File: config.mk
export PLATFORM = sky130hd
export DESIGN_NAME = fifo_reader
export DESIGN_NICKNAME = d
export VERILOG_FILES = /design/src/rtl/fifo_pkg.sv /design/src/rtl/fifo_occ_counter.sv /design/src/rtl/fifo_reader.sv
export SDC_FILE = /design/constraint.sdc
export NUM_CORES = 1
export LEC_CHECK = 0
export ABC_AREA = 1
export CORE_MARGIN = 3
export CORE_UTILIZATION = 43
export CTS_BUF_LIST = sky130_fd_sc_hd__clkbuf_16
export CTS_CLUSTER_SIZE = 24
export DETAILED_ROUTE_END_ITERATION = 12
export GPL_ROUTABILITY_DRIVEN = 0
export PLACE_DENSITY = 0.75
export SLEW_MARGIN = 0
export SYNTH_ARGS = -nofsm -noshare
export SYNTH_HDL_FRONTEND = slang
export SYNTH_HIERARCHICAL = 1
export SYNTH_SLANG_ARGS = --single-unit
File: constraint.sdc
create_clock -name clk -period 1.6 [get_ports clk]
set_clock_uncertainty 0.05 [all_clocks]
set_input_delay 0.32 -clock clk [delete_from_list [all_inputs] [get_ports clk]]
set_output_delay 0.32 -clock clk [all_outputs]
set_load 0.02 [all_outputs]
File: src/rtl/fifo_pkg.sv
// ----------------------------------------------------------------------------
// fifo_pkg
// Shared constants and types for the read side of the 16-entry addressable
// fifo store.
//   DATA_W  : width of one stored entry
//   ADDR_W  : width of the store read address
//   DEPTH   : number of store entries (2**ADDR_W)
//   state_t : read FSM encoding (IDLE -> LOAD -> HOLD)
// ----------------------------------------------------------------------------
package fifo_pkg;

  localparam int DATA_W = 8;
  localparam int ADDR_W = 4;
  localparam int DEPTH  = 16;

  typedef enum logic [1:0] {
    ST_IDLE = 2'd0,  // nothing presented; store read of rd_ptr in flight
    ST_LOAD = 2'd1,  // store data_out is valid this cycle, capture it
    ST_HOLD = 2'd2   // entry presented downstream until popped
  } state_t;

endpackage

File: src/rtl/fifo_occ_counter.sv
// ----------------------------------------------------------------------------
// fifo_occ_counter
// Occupancy tracking for the fifo read side: keeps a private copy of the
// writer pointer, the read pointer and the entry count, and derives the
// empty / full / sticky overflow flags.
// Ports:
//   clk      in   clock, rising edge
//   rst      in   synchronous active-low reset
//   wr_en    in   writer committed one entry this cycle
//   pop      in   downstream accepted the presented entry this cycle
//   flush    in   discard everything buffered (rd_ptr jumps to wr_ptr)
//   rd_ptr   out  current read pointer
//   count    out  entries written and not yet popped, 0..DEPTH
//   empty    out  count == 0
//   full     out  count == DEPTH
//   overflow out  sticky, set by a write into a full store with no pop
// ----------------------------------------------------------------------------
module fifo_occ_counter #(
  parameter int ADDR_W = fifo_pkg::ADDR_W,
  parameter int DEPTH  = fifo_pkg::DEPTH
) (
  input  logic              clk,
  input  logic              rst,
  input  logic              wr_en,
  input  logic              pop,
  input  logic              flush,
  output logic [ADDR_W-1:0] rd_ptr,
  output logic [ADDR_W:0]   count,
  output logic              empty,
  output logic              full,
  output logic              overflow
);

  localparam logic [ADDR_W:0] C_DEPTH = (ADDR_W+1)'(DEPTH);

  logic [ADDR_W-1:0] r_wr_ptr;
  logic [ADDR_W-1:0] r_rd_ptr;
  logic [ADDR_W:0]   r_count;
  logic              r_overflow;

  logic [ADDR_W-1:0] w_wr_ptr_next;
  logic [ADDR_W-1:0] w_rd_ptr_next;
  logic [ADDR_W:0]   w_count_next;
  logic              w_overflow_next;
  logic              w_full;
  logic              w_empty;

  assign w_full  = (r_count == C_DEPTH);
  assign w_empty = (r_count == '0);

  // The writer pointer advances on every commit, even into a full store:
  // the writer itself does not stall, so its pointer must keep moving.
  assign w_wr_ptr_next = wr_en ? (r_wr_ptr + 1'b1) : r_wr_ptr;

  always_comb begin
    w_rd_ptr_next   = r_rd_ptr;
    w_count_next    = r_count;
    w_overflow_next = r_overflow;
    if (flush) begin
      // Jump to the post-write pointer so a same-cycle commit is discarded too.
      w_rd_ptr_next   = w_wr_ptr_next;
      w_count_next    = '0;
      w_overflow_next = 1'b0;
    end else begin
      if (pop) begin
        w_rd_ptr_next = r_rd_ptr + 1'b1;
      end
      if (wr_en && !pop) begin
        if (w_full) begin
          // Oldest entry gets overwritten; occupancy saturates at DEPTH.
          w_overflow_next = 1'b1;
        end else begin
          w_count_next = r_count + 1'b1;
        end
      end else if (pop && !wr_en && !w_empty) begin
        w_count_next = r_count - 1'b1;
      end
    end
  end

  always_ff @(posedge clk) begin
    if (!rst) begin
      r_wr_ptr   <= '0;
      r_rd_ptr   <= '0;
      r_count    <= '0;
      r_overflow <= 1'b0;
    end else begin
      r_wr_ptr   <= w_wr_ptr_next;
      r_rd_ptr   <= w_rd_ptr_next;
      r_count    <= w_count_next;
      r_overflow <= w_overflow_next;
    end
  end

  assign rd_ptr   = r_rd_ptr;
  assign count    = r_count;
  assign empty    = w_empty;
  assign full     = w_full;
  assign overflow = r_overflow;

endmodule

File: src/rtl/fifo_reader.sv
// ----------------------------------------------------------------------------
// fifo_reader
// Read-side controller for the addressable fifo store. Turns the store's
// address-indexed, 1-cycle registered read port into an in-order
// valid/ready stream.
// Ports:
//   clk          in   clock, rising edge
//   rst          in   synchronous active-low reset
//   wr_en        in   writer committed one entry this cycle
//   flush        in   discard all buffered entries
//   mem_rdata    in   store data_out, valid one cycle after read_address
//   read_address out  store read address (always the read pointer)
//   out_data     out  entry presented downstream
//   out_valid    out  out_data holds a valid entry
//   out_ready    in   consumer accepts out_data when out_valid is high
//   count        out  buffered entries, 0..DEPTH
//   empty        out  count == 0
//   full         out  count == DEPTH
//   overflow     out  sticky, write while full
// ----------------------------------------------------------------------------
module fifo_reader #(
  parameter int DATA_W = fifo_pkg::DATA_W,
  parameter int ADDR_W = fifo_pkg::ADDR_W,
  parameter int DEPTH  = fifo_pkg::DEPTH
) (
  input  logic              clk,
  input  logic              rst,
  input  logic              wr_en,
  input  logic              flush,
  input  logic [DATA_W-1:0] mem_rdata,
  output logic [ADDR_W-1:0] read_address,
  output logic [DATA_W-1:0] out_data,
  output logic              out_valid,
  input  logic              out_ready,
  output logic [ADDR_W:0]   count,
  output logic              empty,
  output logic              full,
  output logic              overflow
);

  import fifo_pkg::*;

  state_t            r_state;
  state_t            w_state_next;
  logic [DATA_W-1:0] r_out_data;
  logic [DATA_W-1:0] w_out_data_next;
  logic              r_out_valid;
  logic              w_out_valid_next;

  logic              w_pop;
  logic [ADDR_W-1:0] w_rd_ptr;
  logic [ADDR_W:0]   w_count;

  // out_ready while nothing is presented has no effect.
  assign w_pop = r_out_valid && out_ready;

  fifo_occ_counter #(
    .ADDR_W (ADDR_W),
    .DEPTH  (DEPTH)
  ) u_occ (
    .clk      (clk),
    .rst      (rst),
    .wr_en    (wr_en),
    .pop      (w_pop),
    .flush    (flush),
    .rd_ptr   (w_rd_ptr),
    .count    (w_count),
    .empty    (empty),
    .full     (full),
    .overflow (overflow)
  );

  always_comb begin
    w_state_next     = r_state;
    w_out_data_next  = r_out_data;
    w_out_valid_next = r_out_valid;
    if (flush) begin
      // Presented data is dropped but out_data keeps its last value.
      w_state_next     = ST_IDLE;
      w_out_valid_next = 1'b0;
    end else begin
      case (r_state)
        ST_IDLE: begin
          // read_address already shows rd_ptr, so the store read issued at
          // the edge leaving IDLE lands on mem_rdata during LOAD.
          w_out_valid_next = 1'b0;
          if (w_count != '0) begin
            w_state_next = ST_LOAD;
          end
        end
        ST_LOAD: begin
          w_out_data_next  = mem_rdata;
          w_out_valid_next = 1'b1;
          w_state_next     = ST_HOLD;
        end
        ST_HOLD: begin
          w_out_valid_next = 1'b1;
          if (w_pop) begin
            w_out_valid_next = 1'b0;
            w_state_next     = ST_IDLE;
          end
        end
        default: begin
          w_out_valid_next = 1'b0;
          w_state_next     = ST_IDLE;
        end
      endcase
    end
  end

  always_ff @(posedge clk) begin
    if (!rst) begin
      r_state     <= ST_IDLE;
      r_out_data  <= '0;
      r_out_valid <= 1'b0;
    end else begin
      r_state     <= w_state_next;
      r_out_data  <= w_out_data_next;
      r_out_valid <= w_out_valid_next;
    end
  end

  assign read_address = w_rd_ptr;
  assign out_data     = r_out_data;
  assign out_valid    = r_out_valid;
  assign count        = w_count;

endmodule

==> out/qor.txt <==
CP Data Required Time - 1.75 ns
Layout cells sized above 1 - 0.2541
Vias in the first global route - 1,387
Power Total - 1679 uW
Ant diodes - 0
Met2 Usage GRT - 0.3761
Worst setup SP type - flop
Post-route cell area - 2014 sq um
Net switching power - 492.8 uW
Critical path type - flop to flop
RSZ-0062 raised after global routing - yes
Clk slew on worst S/H paths - 0.07 ns
Clock Sinks - 25
Top cells by area, synth - dfxtp_1, nand2_1, nor2_1
DR DRC count - 0
Grt peak-use layer - met2
R2R cell count - 9
Max Fclk - 631.0 MHz
Multi-input logic area - 788.3 sq um
GR Util All Layers - 0.2071
# rows - 19
Synthesized cell area - 1320 sq um
Hold Crit Class - flop to flop
Die H - 61.41 um
Largest net degree at the start of global routing - 16
Endpoints failing setup - 0
Fill cells - 213
Global route overflow - 0
Detailed-route via count - 1,389
Clock buffers created by TritonCTS - 3
Syn Inst Count - 182
Vias per inst - 5.051
First-pass GRT wire length - 5.851 mm
Routed length per instance - 13.18 um
FF+latch area - 501.7 sq um
Outcome - finished clean
First DRT Iteration DRCs - 66
Hpwl dp - 2.738 mm
Critical Path AT - 1.73 ns
CTS Buffer Depth - 2
Worst-margin pin slew - 0.2375 ns
Crit end category - flop
FF+latch count, synth - 25
Sequential-to-total area share from yosys stat - 0.3791
Synthesis Warnings - 6
Placed Area - 1839 sq um
Die span in x - 61.41 um
Post-layout min period - 1.585 ns
Hold depth - 2
Synth Net Count - 205
CTS root buf - clkbuf_16
Grt met3 use - 0.03774
Met1 Resource Use GR - 0.2398
Share of the synthesized area in the top cell type - 0.3791
CTS tree - built
Antenna-violating nets left - 0
Power Internal - 1186 uW
Clock share of power - 0.343
Normalized max-slew margin - 0.8414
Final slew viol count - 0
Worst-Skew Late Latency - 0.26 ns
Leading area contributor after synthesis - dfxtp_1
Combinational power share - 0.247
Max_cap viols - 0
Io pins - 34
Leakage - 0.001057 uW
H-tree depth - 1
Final core occ - 0.7121
Max VDD drop - 0.6882 mV
Die ar. - 3771 sq um
Antenna violations before repair - 0
Net Sw Frac - 0.2935
Floorplan Core Area - 2829 sq um
Final hold vios - 0
PortBufs - 33
Total wire length - 3.625 mm
Area grow syn2layout - 52.61%
Count of cell types in the netlist - 22
Initial Utilization - 0.4666
Pre-Repair DR Iteration Count - 4
Sequential Power Share - 0.409
Fin nets - 268
Fin crit share - 0.9905
Crit-path max FO - 5
P per Cell Area - 833.4 nW/um^2
Avg Cell Area, Syn - 7.253 sq um
==> path summary, 6_finish.rpt <==
check                                            startpoint                           to  slack (ns)
worst min register to register  u_occ/overflow$_SDFFE_PP0P_  u_occ/overflow$_SDFFE_PP0P_        0.42
worst min-delay path            u_occ/overflow$_SDFFE_PP0P_  u_occ/overflow$_SDFFE_PP0P_        0.42
worst max-delay path                   out_valid$_SDFF_PP0_  u_occ/count[2]$_SDFFE_PP0P_        0.02
worst max register to register         out_valid$_SDFF_PP0_  u_occ/count[2]$_SDFFE_PP0P_        0.02
==> placed cells by master, fill, tap and decap left out <==
cell type / n
or2_1: 1
inv_2: 6
nand3_1: 13
nor2_1: 29
nand4_1: 1
nor2_2: 5
xor2_1: 3
clkdlybuf4s50_1: 14
nor2_4: 1
clkbuf_16: 3
clkinvlp_4: 1
nand2_2: 6
a21oi_2: 4
buf_4: 26
nand3_2: 1
o21ai_0: 8
nand2_1: 34
fa_2: 1
buf_2: 2
o21a_1: 2
dfxtp_1: 24
ha_1: 6
dlygate4sd2_1: 11
dfxtp_2: 1
a31o_1: 1
inv_1: 17
nand2_4: 2
ha_4: 3
xnor2_1: 1
dlymetal6s2s_1: 6
a21oi_1: 11
==> metrics by stage <==
step / instances / TNS [ns] / hold slack, ns / setup WS [ns]
2_1_floorplan: 182 / -0.003488 / 0.3906 / -0.003488
3_3_place_gp: 266 / -1.561 / 0.4013 / -0.3365
3_5_place_dp: 266 / -2.153 / 0.4197 / -0.4078
4_1_cts: 274 / 0 / 0.4371 / 0.008609
5_1_grt: 275 / -0.1375 / 0.4869 / -0.07258
6_report: 275 / 0 / 0.4196 / 0.01513
==> synth_stat cells <==
library cell  number
xor2_1             3
a31o_1             1
a21oi_2            3
nand4_1            1
dfxtp_1           25
nand2_4            1
a21oi_1           12
nor2_4             1
nand3_1           14
inv_1             18
or2_1              1
nand2_2            4
nor2_2             3
nor2_1            31
ha_1               9
xnor2_1            1
o21ai_0            8
buf_6              1
inv_2              5
o21a_1             2
fa_1               1
nand2_1           37
==> kinds of logic (layout without fill, tap and decap cells) <==
group,after synthesis,in the layout,synth area share
buffers and inverters,24,86,0.07393
and+or+nand+nor,93,93,0.3062
AOI/OAI and AO/OA,26,26,0.1137
xor gates and xnor gates,4,4,0.02655
adders and majority gates,10,10,0.1005
DFF,25,25,0.3791
==> critical path: stages (launching register included) <==
cell,delay [ns]
dfxtp_2,0.32
nand2_2,0.06
inv_2,0.04
inv_2,0.07
nand2_4,0.09
fa_2,0.39
buf_4,0.15
xor2_1,0.15
nand2_1,0.08
a21oi_2,0.12
==> sequential cells by signal, summed over array words and instances (netlist names) <==
| signal | flops |
|---|---|
| out_data | 8 |
| out_valid | 1 |
| r_state | 2 |
| u_occ/count | 5 |
| u_occ/overflow | 1 |
| u_occ/r_wr_ptr | 4 |
| u_occ/rd_ptr | 4 |
==> power groups by stage <==
stage / clock network, uW / registers (uW) / logic [uW]
finish: 576 / 687 / 415
global route: 619 / 692 / 455
CTS: 577 / 687 / 407
detailed placement: 0 / 701 / 405
global placement: 0 / 699 / 385
floorplan: 0 / 736 / 184
==> cell type report <==
| type | count | share of cell area |
|---|---|---|
| Clock buffer | 3 | 0.03727 |
| Clock inverter | 1 | 0.003727 |
| Inverter | 23 | 0.04286 |
| Multi-Input combinational cell | 133 | 0.3913 |
| Sequential cell | 25 | 0.2491 |
| Tap cell | 31 | 0.01925 |
| Timing Repair Buffer | 59 | 0.2565 |
==> metal layers <==
layer	vias to the layer above	routed length, um
met5	-	0
met4	0	94
met3	11	165
met2	35	1841
met1	641	1524
li1	702	-
==> timing repair <==
item                       in CTS  in global routing
buffers inserted                4                  1
hold endpoints to repair        0                  0
pin swaps                       7                  6
setup endpoints to repair      14                 11
hold buffers                    0                  0
gates resized for setup        21                 15
No activity file was read; power rests on OpenSTA's default activity.
